**config.mk**
```make
export PLATFORM = sky130hd
export DESIGN_NAME = timer_capture
export DESIGN_NICKNAME = d
export VERILOG_FILES = /design/src/rtl/timer_cap_pkg.sv /design/src/rtl/cap_fifo.sv /design/src/rtl/timer_capture.sv
export SDC_FILE = /design/constraint.sdc
export NUM_CORES = 1
export LEC_CHECK = 0
export CORE_MARGIN = 2
export CORE_UTILIZATION = 58
export CTS_CLUSTER_DIAMETER = 150
export DETAILED_ROUTE_END_ITERATION = 7
export PLACE_DENSITY = 0.79
export SYNTH_ARGS = -nofsm -noshare
export SYNTH_HDL_FRONTEND = slang
export SYNTH_HIERARCHICAL = 1
export SYNTH_SLANG_ARGS = --single-unit
```
**constraint.sdc**
```tcl
create_clock -name clk -period 4.23 [get_ports clk]
set_clock_uncertainty 0.15 [all_clocks]
set_input_delay 0.423 -clock clk [delete_from_list [all_inputs] [get_ports clk]]
set_output_delay 0.423 -clock clk [all_outputs]
set_load 0.005 [all_outputs]
```
**src/rtl/timer_cap_pkg.sv**
```systemverilog
// rtl/timer_cap_pkg.sv - register map, edge encodings and bit positions for timer_capture
package timer_cap_pkg;

   // Byte offsets of the four registers; only addr[3:2] is decoded
   localparam logic [3:0] REG_CTRL   = 4'h0;
   localparam logic [3:0] REG_STATUS = 4'h4;
   localparam logic [3:0] REG_DATA   = 4'h8;
   localparam logic [3:0] REG_COUNT  = 4'hC;

   typedef enum logic [1:0] {
      EDGE_RISE     = 2'b00,
      EDGE_FALL     = 2'b01,
      EDGE_BOTH     = 2'b10,
      EDGE_BOTH_ALT = 2'b11
   } edge_e;

   // CTRL bit positions
   localparam int CTRL_EN      = 0;
   localparam int CTRL_EDGE_LO = 1;
   localparam int CTRL_IRQ_EN  = 3;

   // STATUS bit positions
   localparam int STAT_NOT_EMPTY = 0;
   localparam int STAT_FULL      = 1;
   localparam int STAT_OVF       = 2;
   localparam int STAT_LEVEL_LO  = 4;
   localparam int STAT_LEVEL_W   = 5;

   // CTRL register image, msb first: IRQ_EN, EDGE[1:0], EN
   typedef struct packed {
      logic  irq_en;
      edge_e edge_sel;
      logic  en;
   } ctrl_t;

   // Does the detected transition qualify under the selected edge mode
   function automatic logic edge_match(input edge_e mode, input logic rise, input logic fall);
      case (mode)
         EDGE_RISE: return rise;
         EDGE_FALL: return fall;
         default:   return rise | fall;
      endcase
   endfunction

endpackage

```
**src/rtl/cap_fifo.sv**
```systemverilog
// rtl/cap_fifo.sv - synchronous timestamp FIFO with push/pop, full/empty and fill level
module cap_fifo #(
   parameter int DEPTH = 4,
   parameter int W     = 32,
   localparam int AW   = $clog2(DEPTH),
   localparam int LW   = AW + 1
) (
   input  logic          clk,
   input  logic          rst,
   input  logic          push,
   input  logic [W-1:0]  push_data,
   input  logic          pop,
   output logic [W-1:0]  head,
   output logic          full,
   output logic          empty,
   output logic [LW-1:0] level
);

   localparam logic [AW-1:0] PTR_LAST = AW'(DEPTH - 1);
   localparam logic [AW-1:0] PTR_ONE  = 1;
   localparam logic [LW-1:0] LVL_FULL = LW'(DEPTH);
   localparam logic [LW-1:0] LVL_ONE  = 1;

   logic [W-1:0]  mem [DEPTH];
   logic [AW-1:0] wr_ptr;
   logic [AW-1:0] rd_ptr;
   logic          push_ok;
   logic          pop_ok;

   assign full    = (level == LVL_FULL);
   assign empty   = (level == '0);
   assign pop_ok  = pop & ~empty;
   // A pop in the same cycle frees the slot, so a push into a full FIFO still lands
   assign push_ok = push & (~full | pop_ok);
   assign head    = mem[rd_ptr];

   function automatic logic [AW-1:0] ptr_next(input logic [AW-1:0] p);
      return (p == PTR_LAST) ? '0 : p + PTR_ONE;
   endfunction

   // Storage array; contents need no reset since level gates visibility
   always_ff @(posedge clk) begin
      if (push_ok) begin
         mem[wr_ptr] <= push_data;
      end
   end

   // Read/write pointers and fill level
   always_ff @(posedge clk or negedge rst) begin
      if (!rst) begin
         wr_ptr <= '0;
         rd_ptr <= '0;
         level  <= '0;
      end else begin
         if (push_ok) wr_ptr <= ptr_next(wr_ptr);
         if (pop_ok)  rd_ptr <= ptr_next(rd_ptr);
         case ({push_ok, pop_ok})
            2'b10:   level <= level + LVL_ONE;
            2'b01:   level <= level - LVL_ONE;
            default: level <= level;
         endcase
      end
   end

endmodule

```
**src/rtl/timer_capture.sv**
```systemverilog
// rtl/timer_capture.sv - input-capture timer: tick counter, pin edge timestamps into a FIFO, register port, irq
// Optional build macro: TIMER_CAP_FILTER_EN adds a 3-sample stability filter on the synchronized pin
module timer_capture #(
   parameter int FIFO_DEPTH = 4,
   parameter int CNT_W      = 32
) (
   input  logic        clk,
   input  logic        rst,
   input  logic        tick_in,
   input  logic        cap_in,
   input  logic        sel,
   input  logic        we,
   input  logic [3:0]  addr,
   input  logic [31:0] wdata,
   output logic [31:0] rdata,
   output logic        irq
);

   import timer_cap_pkg::*;

   localparam int LW = $clog2(FIFO_DEPTH) + 1;
   localparam logic [CNT_W-1:0] CNT_ONE = 1;

   ctrl_t            ctrl;
   logic [CNT_W-1:0] cnt;
   logic             sync1;
   logic             sync2;
   logic             prev_lvl;
   logic             lvl_now;
   logic             rise;
   logic             fall;
   logic             cap_hit;
   logic             cap_pend;
   logic [CNT_W-1:0] cap_val;
   logic             ovf;
   logic [CNT_W-1:0] fifo_head;
   logic             fifo_full;
   logic             fifo_empty;
   logic [LW-1:0]    fifo_level;
   logic [3:0]       reg_off;
   logic             rd_acc;
   logic             wr_acc;
   logic             wr_ctrl;
   logic             wr_status;
   logic             wr_count;
   logic             pop;
   logic [31:0]      status_word;
   logic             unused_bits;

   assign reg_off   = {addr[3:2], 2'b00};
   assign rd_acc    = sel & ~we;
   assign wr_acc    = sel & we;
   assign wr_ctrl   = wr_acc && (reg_off == REG_CTRL);
   assign wr_status = wr_acc && (reg_off == REG_STATUS);
   assign wr_count  = wr_acc && (reg_off == REG_COUNT);
   assign pop       = rd_acc && (reg_off == REG_DATA) && !fifo_empty;

   // Byte-lane bits of addr and wdata bits beyond the register fields carry no meaning
   assign unused_bits = ^{addr[1:0], wdata};

   // Two-flop synchronizer for the asynchronous capture pin
   always_ff @(posedge clk or negedge rst) begin
      if (!rst) begin
         sync1 <= 1'b0;
         sync2 <= 1'b0;
      end else begin
         sync1 <= cap_in;
         sync2 <= sync1;
      end
   end

`ifdef TIMER_CAP_FILTER_EN
   logic hist1;
   logic hist2;

   // Two older synchronized samples; the level moves only when all three agree
   always_ff @(posedge clk or negedge rst) begin
      if (!rst) begin
         hist1 <= 1'b0;
         hist2 <= 1'b0;
      end else begin
         hist1 <= sync2;
         hist2 <= hist1;
      end
   end

   assign lvl_now = (sync2 == hist1 && hist1 == hist2) ? sync2 : prev_lvl;
`else
   assign lvl_now = sync2;
`endif

   // Previous accepted pin level, the reference for edge detection
   always_ff @(posedge clk or negedge rst) begin
      if (!rst) prev_lvl <= 1'b0;
      else      prev_lvl <= lvl_now;
   end

   assign rise    = lvl_now & ~prev_lvl;
   assign fall    = ~lvl_now & prev_lvl;
   assign cap_hit = ctrl.en & edge_match(ctrl.edge_sel, rise, fall);

   // Latch the pre-increment count of the detect cycle; the FIFO push follows a cycle later
   always_ff @(posedge clk or negedge rst) begin
      if (!rst) begin
         cap_pend <= 1'b0;
         cap_val  <= '0;
      end else begin
         cap_pend <= cap_hit;
         if (cap_hit) cap_val <= cnt;
      end
   end

   cap_fifo #(
      .DEPTH (FIFO_DEPTH),
      .W     (CNT_W)
   ) u_fifo (
      .clk       (clk),
      .rst       (rst),
      .push      (cap_pend),
      .push_data (cap_val),
      .pop       (pop),
      .head      (fifo_head),
      .full      (fifo_full),
      .empty     (fifo_empty),
      .level     (fifo_level)
   );

   // CTRL register
   always_ff @(posedge clk or negedge rst) begin
      if (!rst)         ctrl <= '0;
      else if (wr_ctrl) ctrl <= ctrl_t'(wdata[3:0]);
   end

   // Capture counter: a COUNT write wins over a same-cycle tick; wraps silently
   always_ff @(posedge clk or negedge rst) begin
      if (!rst)                     cnt <= '0;
      else if (wr_count)            cnt <= wdata[CNT_W-1:0];
      else if (ctrl.en && tick_in)  cnt <= cnt + CNT_ONE;
   end

   // Overflow flag: set on a dropped push, cleared by writing 1 to STATUS bit 2; set wins a tie
   always_ff @(posedge clk or negedge rst) begin
      if (!rst) begin
         ovf <= 1'b0;
      end else if (cap_pend && fifo_full && !pop) begin
         ovf <= 1'b1;
      end else if (wr_status && wdata[STAT_OVF]) begin
         ovf <= 1'b0;
      end
   end

   // STATUS read image
   always_comb begin
      status_word = '0;
      status_word[STAT_NOT_EMPTY] = ~fifo_empty;
      status_word[STAT_FULL]      = fifo_full;
      status_word[STAT_OVF]       = ovf;
      status_word[STAT_LEVEL_LO +: STAT_LEVEL_W] = STAT_LEVEL_W'(fifo_level);
   end

   // Registered read data; holds its value between reads
   always_ff @(posedge clk or negedge rst) begin
      if (!rst) begin
         rdata <= '0;
      end else if (rd_acc) begin
         case (reg_off)
            REG_CTRL:   rdata <= {28'b0, ctrl};
            REG_STATUS: rdata <= status_word;
            REG_DATA:   rdata <= fifo_empty ? 32'b0 : 32'(fifo_head);
            REG_COUNT:  rdata <= 32'(cnt);
            default:    rdata <= '0;
         endcase
      end
   end

   // Level interrupt, registered one cycle behind the state it reflects
   always_ff @(posedge clk or negedge rst) begin
      if (!rst) irq <= 1'b0;
      else      irq <= ctrl.irq_en & (~fifo_empty | ovf);
   end

endmodule

```
==> Implementation_results.wiki <==
{| class="wikitable"
! Metric !! Value
|-
| Fin util || a little over two thirds
|-
| Top cells by area, synth || edfxtp_1 (39%), dfrtp_1 (28%), mux4_2 (7.2%), nand2_1 (5.3%), xor2_1 (2.4%)
|-
| Number of post-CTS setup repair buffers || 0
|-
| Overall via count from detail_route || 6,402
|-
| Buffer type at the clock tree root || clkbuf_16
|-
| Final sum of negative setup slack || 0 ns
|-
| Die span in x || roughly 140 µm
|-
| Endpoints failing hold || 0
|-
| Arrival time reported for the critical path endpoint || slightly above 4 ns
|-
| Iter 0 DRT Violations || roughly 500
|-
| Cells along the critical path || nor3_1, nor2_1, and2_1, nor2b_1, o31a_1, or2b_1, fa_1, nand2b_1, o32ai_2, xor2_1
|-
| Cell type with the largest total area after synthesis || edfxtp_1
|-
| Maximum ir drop on the vdd rail || roughly 0.36 mV
|-
| TritonCTS clock tree || done
|-
| Maximum single-stage delay on the critical path || 0.56 ns
|-
| Total routed wirelength || around 23 mm
|-
| Syn_area_per_cell || 13.5 µm²
|-
| Library cell contributing the largest single delay on the critical path || nor2b_1
|-
| Run status || completed
|-
| Slew of the pin with the lowest slew margin || approximately 0.9 ns
|-
| Pwr Density || between 600 and 700 mW/mm²
|-
| Height of the die || 135 µm
|-
| Final RePlAce weighted congestion || between 0.8 and 0.9
|-
| Most numerous cell types in the synthesized netlist || nand2_1 (141), edfxtp_1 (128), dfrtp_1 (113), nor2_1 (37), o21ai_0 (37)
|-
| Post-detail-place hpwl || around 14 mm
|-
| Post-synthesis instance area || 0.00998 mm²
|-
| Post-synthesis async set-or-reset flop share || 46.9%
|-
| Number of top-level pins || 75
|-
| Portion of netlist area occupied by mux cells || 8.75%
|-
| GRT overflow || 0
|-
| Worst min-delay path category || flop to flop
|-
| Clock latency on the worst-skew pair || between 0.5 and 0.6 ns
|-
| Area share of fa/ha/maj cells after synthesis || about 1.2%
|-
| Number of sinks driven by the clock tree || roughly 240
|-
| Post-synthesis register bit count || around 240
|-
| Number of setup violations in the final report || 0
|-
| CTS clock-pin slew for the worst setup and hold paths || around 0.060 ns
|-
| Total DRC errors in the routed layout || 0
|-
| Maximum level of the CTS H-tree || 1
|-
| Relative slew slack || roughly two fifths
|-
| Layout cell share with drive strength beyond 1 || 12.8%
|-
| Core Box Area || approximately 0.017 mm²
|-
| Die Footprint || around 0.018 mm²
|-
| Via-per-instance ratio || between 6 and 7
|-
| Max Slew Vio Count || 0
|-
| Number of synthesized flops with an enable pin || approximately 130
|-
| Largest family of logic cells by synthesized area || simple AND/OR/NAND/NOR gates
|-
| Total number of yosys warnings || 6
|-
| Setup Crit Path Kind || flop to flop
|-
| Post-synth cell types || 50
|-
| Peak clock frequency supported by timing || 261 MHz
|-
| Non-Filler Cell Area, Final || around 0.012 mm²
|-
| CP max FO || 8
|-
| Number of global-route vias before repair || about 6,600
|-
| Critical path launch point type || flop
|-
| Dpl cells || just over 1,000
|-
| Unrepaired setup endpoints after global routing || false
|-
| Cell Rows || between 40 and 50
|-
| Xor/xnor share of the synthesized area || 2.81%
|-
| Synthesized Nets || 789
|-
| All-Layer GR Usage || between 20% and 30%
|-
| Number of buffers inserted by port buffering || 72
|-
| Final std cells w/o fill || around 1,100
|-
| Complex-gate fraction of the synthesized area || under 10%
|-
| Area share of the leading cell type in the synthesized netlist || a little under 40%
|-
| Overall power || 7.41 mW
|-
| Number of max-cap violations || 0
|-
| Library cell with the highest instance count after synthesis || nand2_1
|-
| Max Root-Sink Buffers || 3
|-
| Synthesized-area fraction occupied by and/or/nand/nor cells || between 10 and 15%
|-
| Post-layout min period || around 3.8 ns
|-
| Maximum number of pins on one net before global-route repair || between 60 and 70
|-
| Fraction of the cycle the final worst path needs || between 90 and 100%
|-
| Number of buffers created by CTS || 23
|-
| Area after DPL || 0.0110 mm²
|-
| Static leakage power || 4.48 nW
|-
| Post-synthesis instance total || between 700 and 800
|-
| Synth-to-layout area growth || 17.4%
|-
| Most common flop cell mapped by yosys || edfxtp_1
|-
| Critical Path Sink Type || flop
|-
| Final Net Count || a little under 900
|-
| Required time of the critical path || approximately 4.5 ns
|-
| Sequential share of the synthesized area || between 60% and 70%
|-
| Initial antenna violation count || 0
|-
| Global-route wire length before repair || 35.4 mm
|-
| ANT nets after route || 0
|-
| Wire per inst || approximately 21 µm
|-
| Initial cell density of the core || 59.7%
|-
| Inserted Diodes || 0
|-
| Total iterations of the first detailed-routing run || 5
|}
## flip-flops by register name, summed over array words and instances, names as in the netlist, 2 cells and up
name           cells
cap_val           32
u_fifo/mem       128
rdata             32
cnt               32
u_fifo/rd_ptr      2
ctrl               4
u_fifo/wr_ptr      2
u_fifo/level       3
## cells in the final DEF, fill, tap and decap left out, types with 23 or more instances in the layout
| cell | netlist | routed |
|---|---|---|
| edfxtp_1 | 128 | 128 |
| a22oi_1 | 31 | 31 |
| nor2_1 | 37 | 37 |
| clkdlybuf4s50_1 | 0 | 71 |
| xor2_1 | 27 | 27 |
| dfrtp_1 | 113 | 111 |
| mux4_2 | 32 | 32 |
| a21oi_1 | 30 | 30 |
| nand2_1 | 141 | 141 |
| o21ai_0 | 37 | 37 |
| clkbuf_16 | 0 | 23 |
## report_power, final
part,switching (mW),total [mW],internal (mW),leakage (nW)
registers,0.610,3.79,3.18,2.54
clock network,0.848,2.01,1.16,0.352
logic,0.764,1.60,0.838,1.59
## critical path: cells and delay by family, from the launching register on
family          cells  cell delay [ns]
fa+ha+maj           1             0.41
compound gates      2             0.62
simple gates        6             1.82
xor+xnor            1             0.23
flops               1             0.49
## routing by layer
layer | wire, µm | GRT usage [%]
met1 | 8960 | 34.2
met2 | 11700 | 43.8
met3 | 1380 | 3.78
met4 | 463 | 7.70
met5 | 0 | 0
## per-stage QoR
stage | hold slack (ns) | setup WS, ns
finish | 0.198 | 0.406
global route | 0.189 | 0.288
CTS | 0.189 | 0.588
detailed placement | 0.186 | 0.475
global placement | 0.186 | 0.655
floorplan | -0.0226 | 0.983
## cells by family after synthesis
family,Yosys count
AND/OR/NAND/NOR,246
flip-flops,241
AO/OA/AOI/OAI,114
buffers and inverters,50
multiplexers,46
XOR/XNOR,32
adder cells (fa/ha/maj),9
## cell type report
| cell class | instances | area [µm²] |
|---|---|---|
| Sequential cell | 241 | 6670 |
| Fill cell | 1109 | 4990 |
| Multi-Input combinational cell | 447 | 3100 |
| Timing Repair Buffer | 89 | 886 |
| Clock buffer | 32 | 629 |
| Tap cell | 220 | 275 |
| Clock inverter | 10 | 105 |
| Inverter | 12 | 45.0 |
## worst paths after layout
path                                  from               to  slack, ns  cells past startpoint
setup / recovery           u_fifo/level[2]  u_fifo/level[2]       0.41                     10
hold / removal                       sync1          lvl_now       0.20                      0
setup reg to reg           u_fifo/level[2]  u_fifo/level[2]       0.41                     10
hold reg to reg                      sync1          lvl_now       0.20                      0
max in group asynchronous              rst           cnt[6]       2.61                      3
min in group asynchronous              rst            sync1       0.36                      2
## repair_timing
action	in CTS	in global routing
hold buffers	1	0
resized for setup	0	0
endpoints found under the hold margin	49	0
(Power assumes the default switching activity.)
==> RTL change 1: new RTL, same settings <==
`FIFO_DEPTH`: 4 -> 2.
--- a/src/rtl/timer_capture.sv
+++ b/src/rtl/timer_capture.sv
@@ -1,7 +1,7 @@
 // rtl/timer_capture.sv - input-capture timer: tick counter, pin edge timestamps into a FIFO, register port, irq
 // Optional build macro: TIMER_CAP_FILTER_EN adds a 3-sample stability filter on the synchronized pin
 module timer_capture #(
-   parameter int FIFO_DEPTH = 4,
+   parameter int FIFO_DEPTH = 2,
    parameter int CNT_W      = 32
 ) (
    input  logic        clk,
Function: changed (Yosys sat finds a counterexample within 10 cycles, from zero or initial values and one cycle with rst low).
==> RTL change 1 against the unedited design <==
The run now ends with hold timing left. Count of clock-buffer cells in the layout shrank 11. Non-clock buffer count shrank 5. Area after synthesis decreased by 25%. Sequential cell count decreased by 67. Total power shrank 25%. Design area shrank 24%. Routed wire length shrank 30%. Worst setup slack better by 1.1 ns.
==> RTL change 1: results (changes against the unedited design) <==
[yosys]
ys_top_cells_by_count = dfrtp_1 (110), nand2_1 (110), edfxtp_1 (64)
synth_cell_types = 43  ; -14%
syn_nets = 655  ; -17%
async_reset_ff_share_pct = 63.22  ; +16 points

[grt]
grt_max_degree = 71  ; +9.2%
grt_use_met2_pct = 39.58  ; -4.2 points
grt_use_met3_pct = 5.281  ; +1.5 points
grt_usage_pct = 23.97  ; -1.5 points
grt_use_met1_pct = 30.43  ; -3.8 points

[critical_path]
cp.arrival_ns = 2.88  ; -1.21 ns
reg2reg_depth = 8  ; -2
cp_max_fo = 16  ; +8

[clock_network]
clkLatencyLatePin_ns = 0.43  ; -0.08 ns
cts_max_path_buffers = 2  ; -1
htreeDepth = 4  ; +3

[drt]
wl_um = 15780  ; -30%
wl_met2_um = 7899  ; -33%
drtIter0Drc = 470  ; -6.4%

[placement]
place_area_um2 = 8270  ; -25%
post-dp-hpwl_um = 9518  ; -30%
pre_cts_ws_ns = 1.162  ; +0.6871 ns

[final_layout]
drive_gt1_share_pct = 13.17  ; +0.41 points
largest_reg_flops = 64  ; -50%

[status]
outcome = complete, but fails checks
failed_checks = hold timing

[timing]
whs_ns = -0.02713  ; -0.2249 ns
finalHoldViolCount = 14  ; +14

[power]
ir_worst_vdd_uv = 354.3  ; -0.73%
p_leak_nw = 3.890  ; -13%

[worst_hold_path]
hp-class = in -> async

==> RTL change 1: cell count changes after synthesis, sizes merged, moves of 10 or more <==
cell    change
mux4       -32
edfxtp     -64
mux2       +26
nor2       +10
inv        +22
a22oi      -30
nand2      -31
a222oi     +26
o21ai      -30
==> RTL change 1: logic make-up (layout without fill, tap and decap cells) <==
kind of cell	after synthesis	count (layout)	synth area share [%]
xor+xnor	36	36	4.221
buf+inv	68	150	4.807
simple gates	208	208	12.46
flops	174	174	62.58
mux	42	42	7.688
compound gates	77	77	7.571
fa+ha+maj	4	4	0.6700
==> RTL change 1: worst max-delay path, cell delays in order <==
cell and delay, ns:
clkdlybuf4s50_1 0.70, nor2_1 0.39, and3_1 0.24, buf_4 0.27
nor2b_2 0.24, ha_1 0.28, nor2_1 0.18, xor2_1 0.16
==> RTL change 1: cell type report <==
class	count	area, um^2	share of cell area (%)
clock buffer	21	471.7	5.326
clock inverter	11	113.9	1.286
inverter	34	127.6	1.441
multi-input combinational	367	2444	27.59
sequential	174	4676	52.80
tap	172	215.2	2.430
timing repair buffer	84	808.3	9.127
==> RTL change 1: report_power, final <==
group	total, mW	internal, mW	leakage (nW)	switching, mW
clock	1.54	0.916	0.296	0.623
combinational	1.22	0.691	1.67	0.531
sequential	2.76	2.32	1.92	0.448
==> RTL change 1: worst min-delay path by stage <==
stage	slack, ns	to	startpoint	depth (start not counted)
after CTS	0.006	cnt[11]	rst	1
after detailed placement	0.20	lvl_now	sync1	0
after global placement	0.20	lvl_now	sync1	0
after global routing	0.04	cnt[11]	rst	1
final	-0.03	cap_val[17]	rst	1
after floorplan	-0.02	cap_pend	rst	0
==> RTL change 2: new RTL, config.mk and constraints unchanged <==
Without the edit above. Register the output `rdata` once more; this adds one clock of latency there. The other outputs are not delayed to match.
--- a/src/rtl/timer_capture.sv
+++ b/src/rtl/timer_capture.sv
@@ -20,6 +20,8 @@
 
    localparam int LW = $clog2(FIFO_DEPTH) + 1;
    localparam logic [CNT_W-1:0] CNT_ONE = 1;
+
+   logic [31:0] rdata_s0;
 
    ctrl_t            ctrl;
    logic [CNT_W-1:0] cnt;
@@ -161,14 +163,14 @@
    // Registered read data; holds its value between reads
    always_ff @(posedge clk or negedge rst) begin
       if (!rst) begin
-         rdata <= '0;
+         rdata_s0 <= '0;
       end else if (rd_acc) begin
          case (reg_off)
-            REG_CTRL:   rdata <= {28'b0, ctrl};
-            REG_STATUS: rdata <= status_word;
-            REG_DATA:   rdata <= fifo_empty ? 32'b0 : 32'(fifo_head);
-            REG_COUNT:  rdata <= 32'(cnt);
-            default:    rdata <= '0;
+            REG_CTRL:   rdata_s0 <= {28'b0, ctrl};
+            REG_STATUS: rdata_s0 <= status_word;
+            REG_DATA:   rdata_s0 <= fifo_empty ? 32'b0 : 32'(fifo_head);
+            REG_COUNT:  rdata_s0 <= 32'(cnt);
+            default:    rdata_s0 <= '0;
          endcase
       end
    end
@@ -179,5 +181,9 @@
       else      irq <= ctrl.irq_en & (~fifo_empty | ovf);
    end
 
+   always_ff @(posedge clk) begin
+      rdata <= rdata_s0;
+   end
+
 endmodule
 
Check against the original RTL: not equivalent (Yosys sat finds a counterexample within 4 cycles, from zero or initial values and one cycle with rst low).
==> RTL change 2 against the unedited design <==
Design area up 7.2%. Sequential cell count up 32. Fmax up 13%. Critical endpoint is now u_fifo/mem[3][25]. Worst setup slack better by 0.43 ns. Routed wire length up 5.4%. Clock power up 14%. First-iteration DRC count up 26%. Area after synthesis up 8.0%. Total power up 10%.
==> RTL change 2: results (changes against the unedited design) <==
[timing]
tightest_slew_ns = 1.107  ; +0.2029 ns

[yosys]
async_reset_ff_share_pct = 41.39  ; -5.5 points
ys_top_cells_by_count = nand2_1 (141), edfxtp_1 (128), dfrtp_1 (113)
yosysWarnings = 6  ; unchanged
synth_compound_area_share_pct = 6.595  ; -0.47 points
synthAdderAreaFrac_pct = 1.115  ; -0.089 points
syn_nets = 837  ; +6.1%
synth_ff_type = edfxtp_1
synth_area_leaders = edfxtp_1 (36%), dfrtp_1 (26%), mux4_2 (6.7%), dfxtp_1 (5.9%), nand2_1 (4.9%)
synth_edf_count = 128  ; unchanged
yosysSeqAreaShare_pct = 67.85  ; +0.98 points
synth-xor-area-share_pct = 2.682  ; -0.13 points
synth_cell_types = 54  ; +8.0%
synth.area.mux_share_pct = 7.895  ; -0.86 points

[clock_network]
hold_buffers = 1  ; unchanged
cts.repair.resized = 0  ; unchanged
clkLatencyLatePin_ns = 0.52
htreeDepth = 1  ; unchanged
path_clk_slew_ns = 0.06  ; about the same
cts-root-buf = clkbuf_16
cts_buffers = 25  ; +8.7%
cts_max_path_buffers = 3  ; unchanged
cts_setup_buffers = 0  ; unchanged

[placement]
post-dp-hpwl_um = 14700  ; +7.5%
gp_congestion = 0.9130  ; +4.6%
numPortBuffers = 72  ; unchanged

[final_layout]
drive_gt1_share_pct = 13.42  ; +0.67 points
diodes = 0  ; unchanged
top_register = u_fifo/mem
largest_reg_flops = 128  ; unchanged
final_nets = 911  ; +5.3%

[drt]
drtIter0Drc = 633  ; +26%
avgRoutedWirePerCell_um = 21.43  ; about the same
drt_first_pass_iters = 5  ; unchanged
vias_per_cell = 6.079  ; -0.20%
drc = 0  ; unchanged

[status]
outcome = completed

[grt]
grt_max_degree = 65  ; unchanged
antenna_found_initial = 0  ; unchanged
grt_usage_pct = 24.95  ; -0.53 points
grt_pass1_vias = 6983  ; +6.0%
grt_pass1_wl_um = 38010  ; +7.3%

[critical_path]
crit_start = u_fifo/level[0]
reg2reg_depth = 9  ; -1
cp_max_fo = 32  ; +24
max_stage_delay_ns = 0.58  ; +0.02 ns
cp.arrival_ns = 3.46  ; -0.63 ns
cpLargestDelayFamily = simple AND/OR/NAND/NOR gates
crit_slowest_cell = nor3_1

[power]
p_leak_nw = 4.838  ; +7.9%
ir_worst_vdd_uv = 284.2  ; -20%

[worst_hold_path]
hp-class = reg -> reg
hold_path_startpoint = sync1
hold_depth = 0  ; unchanged

RTL change 2: changes by cell type after synthesis, moves of 3 or more:
cell	change
nand4_4	+3
nor2_1	+5
nand3_1	-5
nor3_1	+3
dfxtp_1	+32
a21oi_1	+3
nand4_1	+4
RTL change 2: path summary, 6_finish.rpt:
path	end	slack (ns)
setup reg to reg	u_fifo/mem[3][25]	0.83
setup / recovery	u_fifo/mem[3][25]	0.83
max in group asynchronous	rdata_s0[29]	2.63
hold / removal	lvl_now	0.21
hold reg to reg	lvl_now	0.21
min in group asynchronous	cap_val[6]	0.32
RTL change 2: cell type report:
type | count | area [um^2]
Clock inverter | 13 | 120.1
Timing Repair Buffer | 88 | 840.8
Tap cell | 229 | 286.5
Sequential cell | 273 | 7315
Fill cell | 1127 | 5525
Multi-Input combinational cell | 460 | 3224
Clock buffer | 33 | 729.5
Inverter | 12 | 45.04
RTL change 2: per-stage QoR:
| stage | cell area, um^2 | total power [mW] | worst slack [ns] | cells |
|---|---|---|---|---|
| 2_1_floorplan | 10780 | 5.178 | 1.063 | 786 |
| 3_3_place_gp | 11700 | 5.745 | 0.9127 | 1061 |
| 3_5_place_dp | 11700 | 5.887 | 0.7758 | 1061 |
| 4_1_cts | 12560 | 8.197 | 0.8867 | 1108 |
| 5_1_grt | 12560 | 8.542 | 0.6297 | 1108 |
| 6_report | 12560 | 8.165 | 0.8329 | 1108 |
RTL change 2: routing by layer:
layer  GRT usage, %  routed length [um]  vias up
met2          42.00               11870      304
met4          7.868                 654        0
met1          33.70                9414     3393
met5              0                   0        -
met3          4.342                1801       59
li1               -                   -     2980
RTL change 2: cells by family after synthesis:
| family | Yosys count |
|---|---|
| xor+xnor | 33 |
| compound gates | 115 |
| flops | 273 |
| mux | 44 |
| buf+inv | 53 |
| simple gates | 259 |
| fa+ha+maj | 9 |
RTL change 2: power by group:
part	total (mW)	internal [mW]	leakage (nW)	switching, mW
clock network	2.30	1.34	0.416	0.960
logic	1.66	0.841	1.62	0.815
registers	4.21	3.56	2.80	0.645
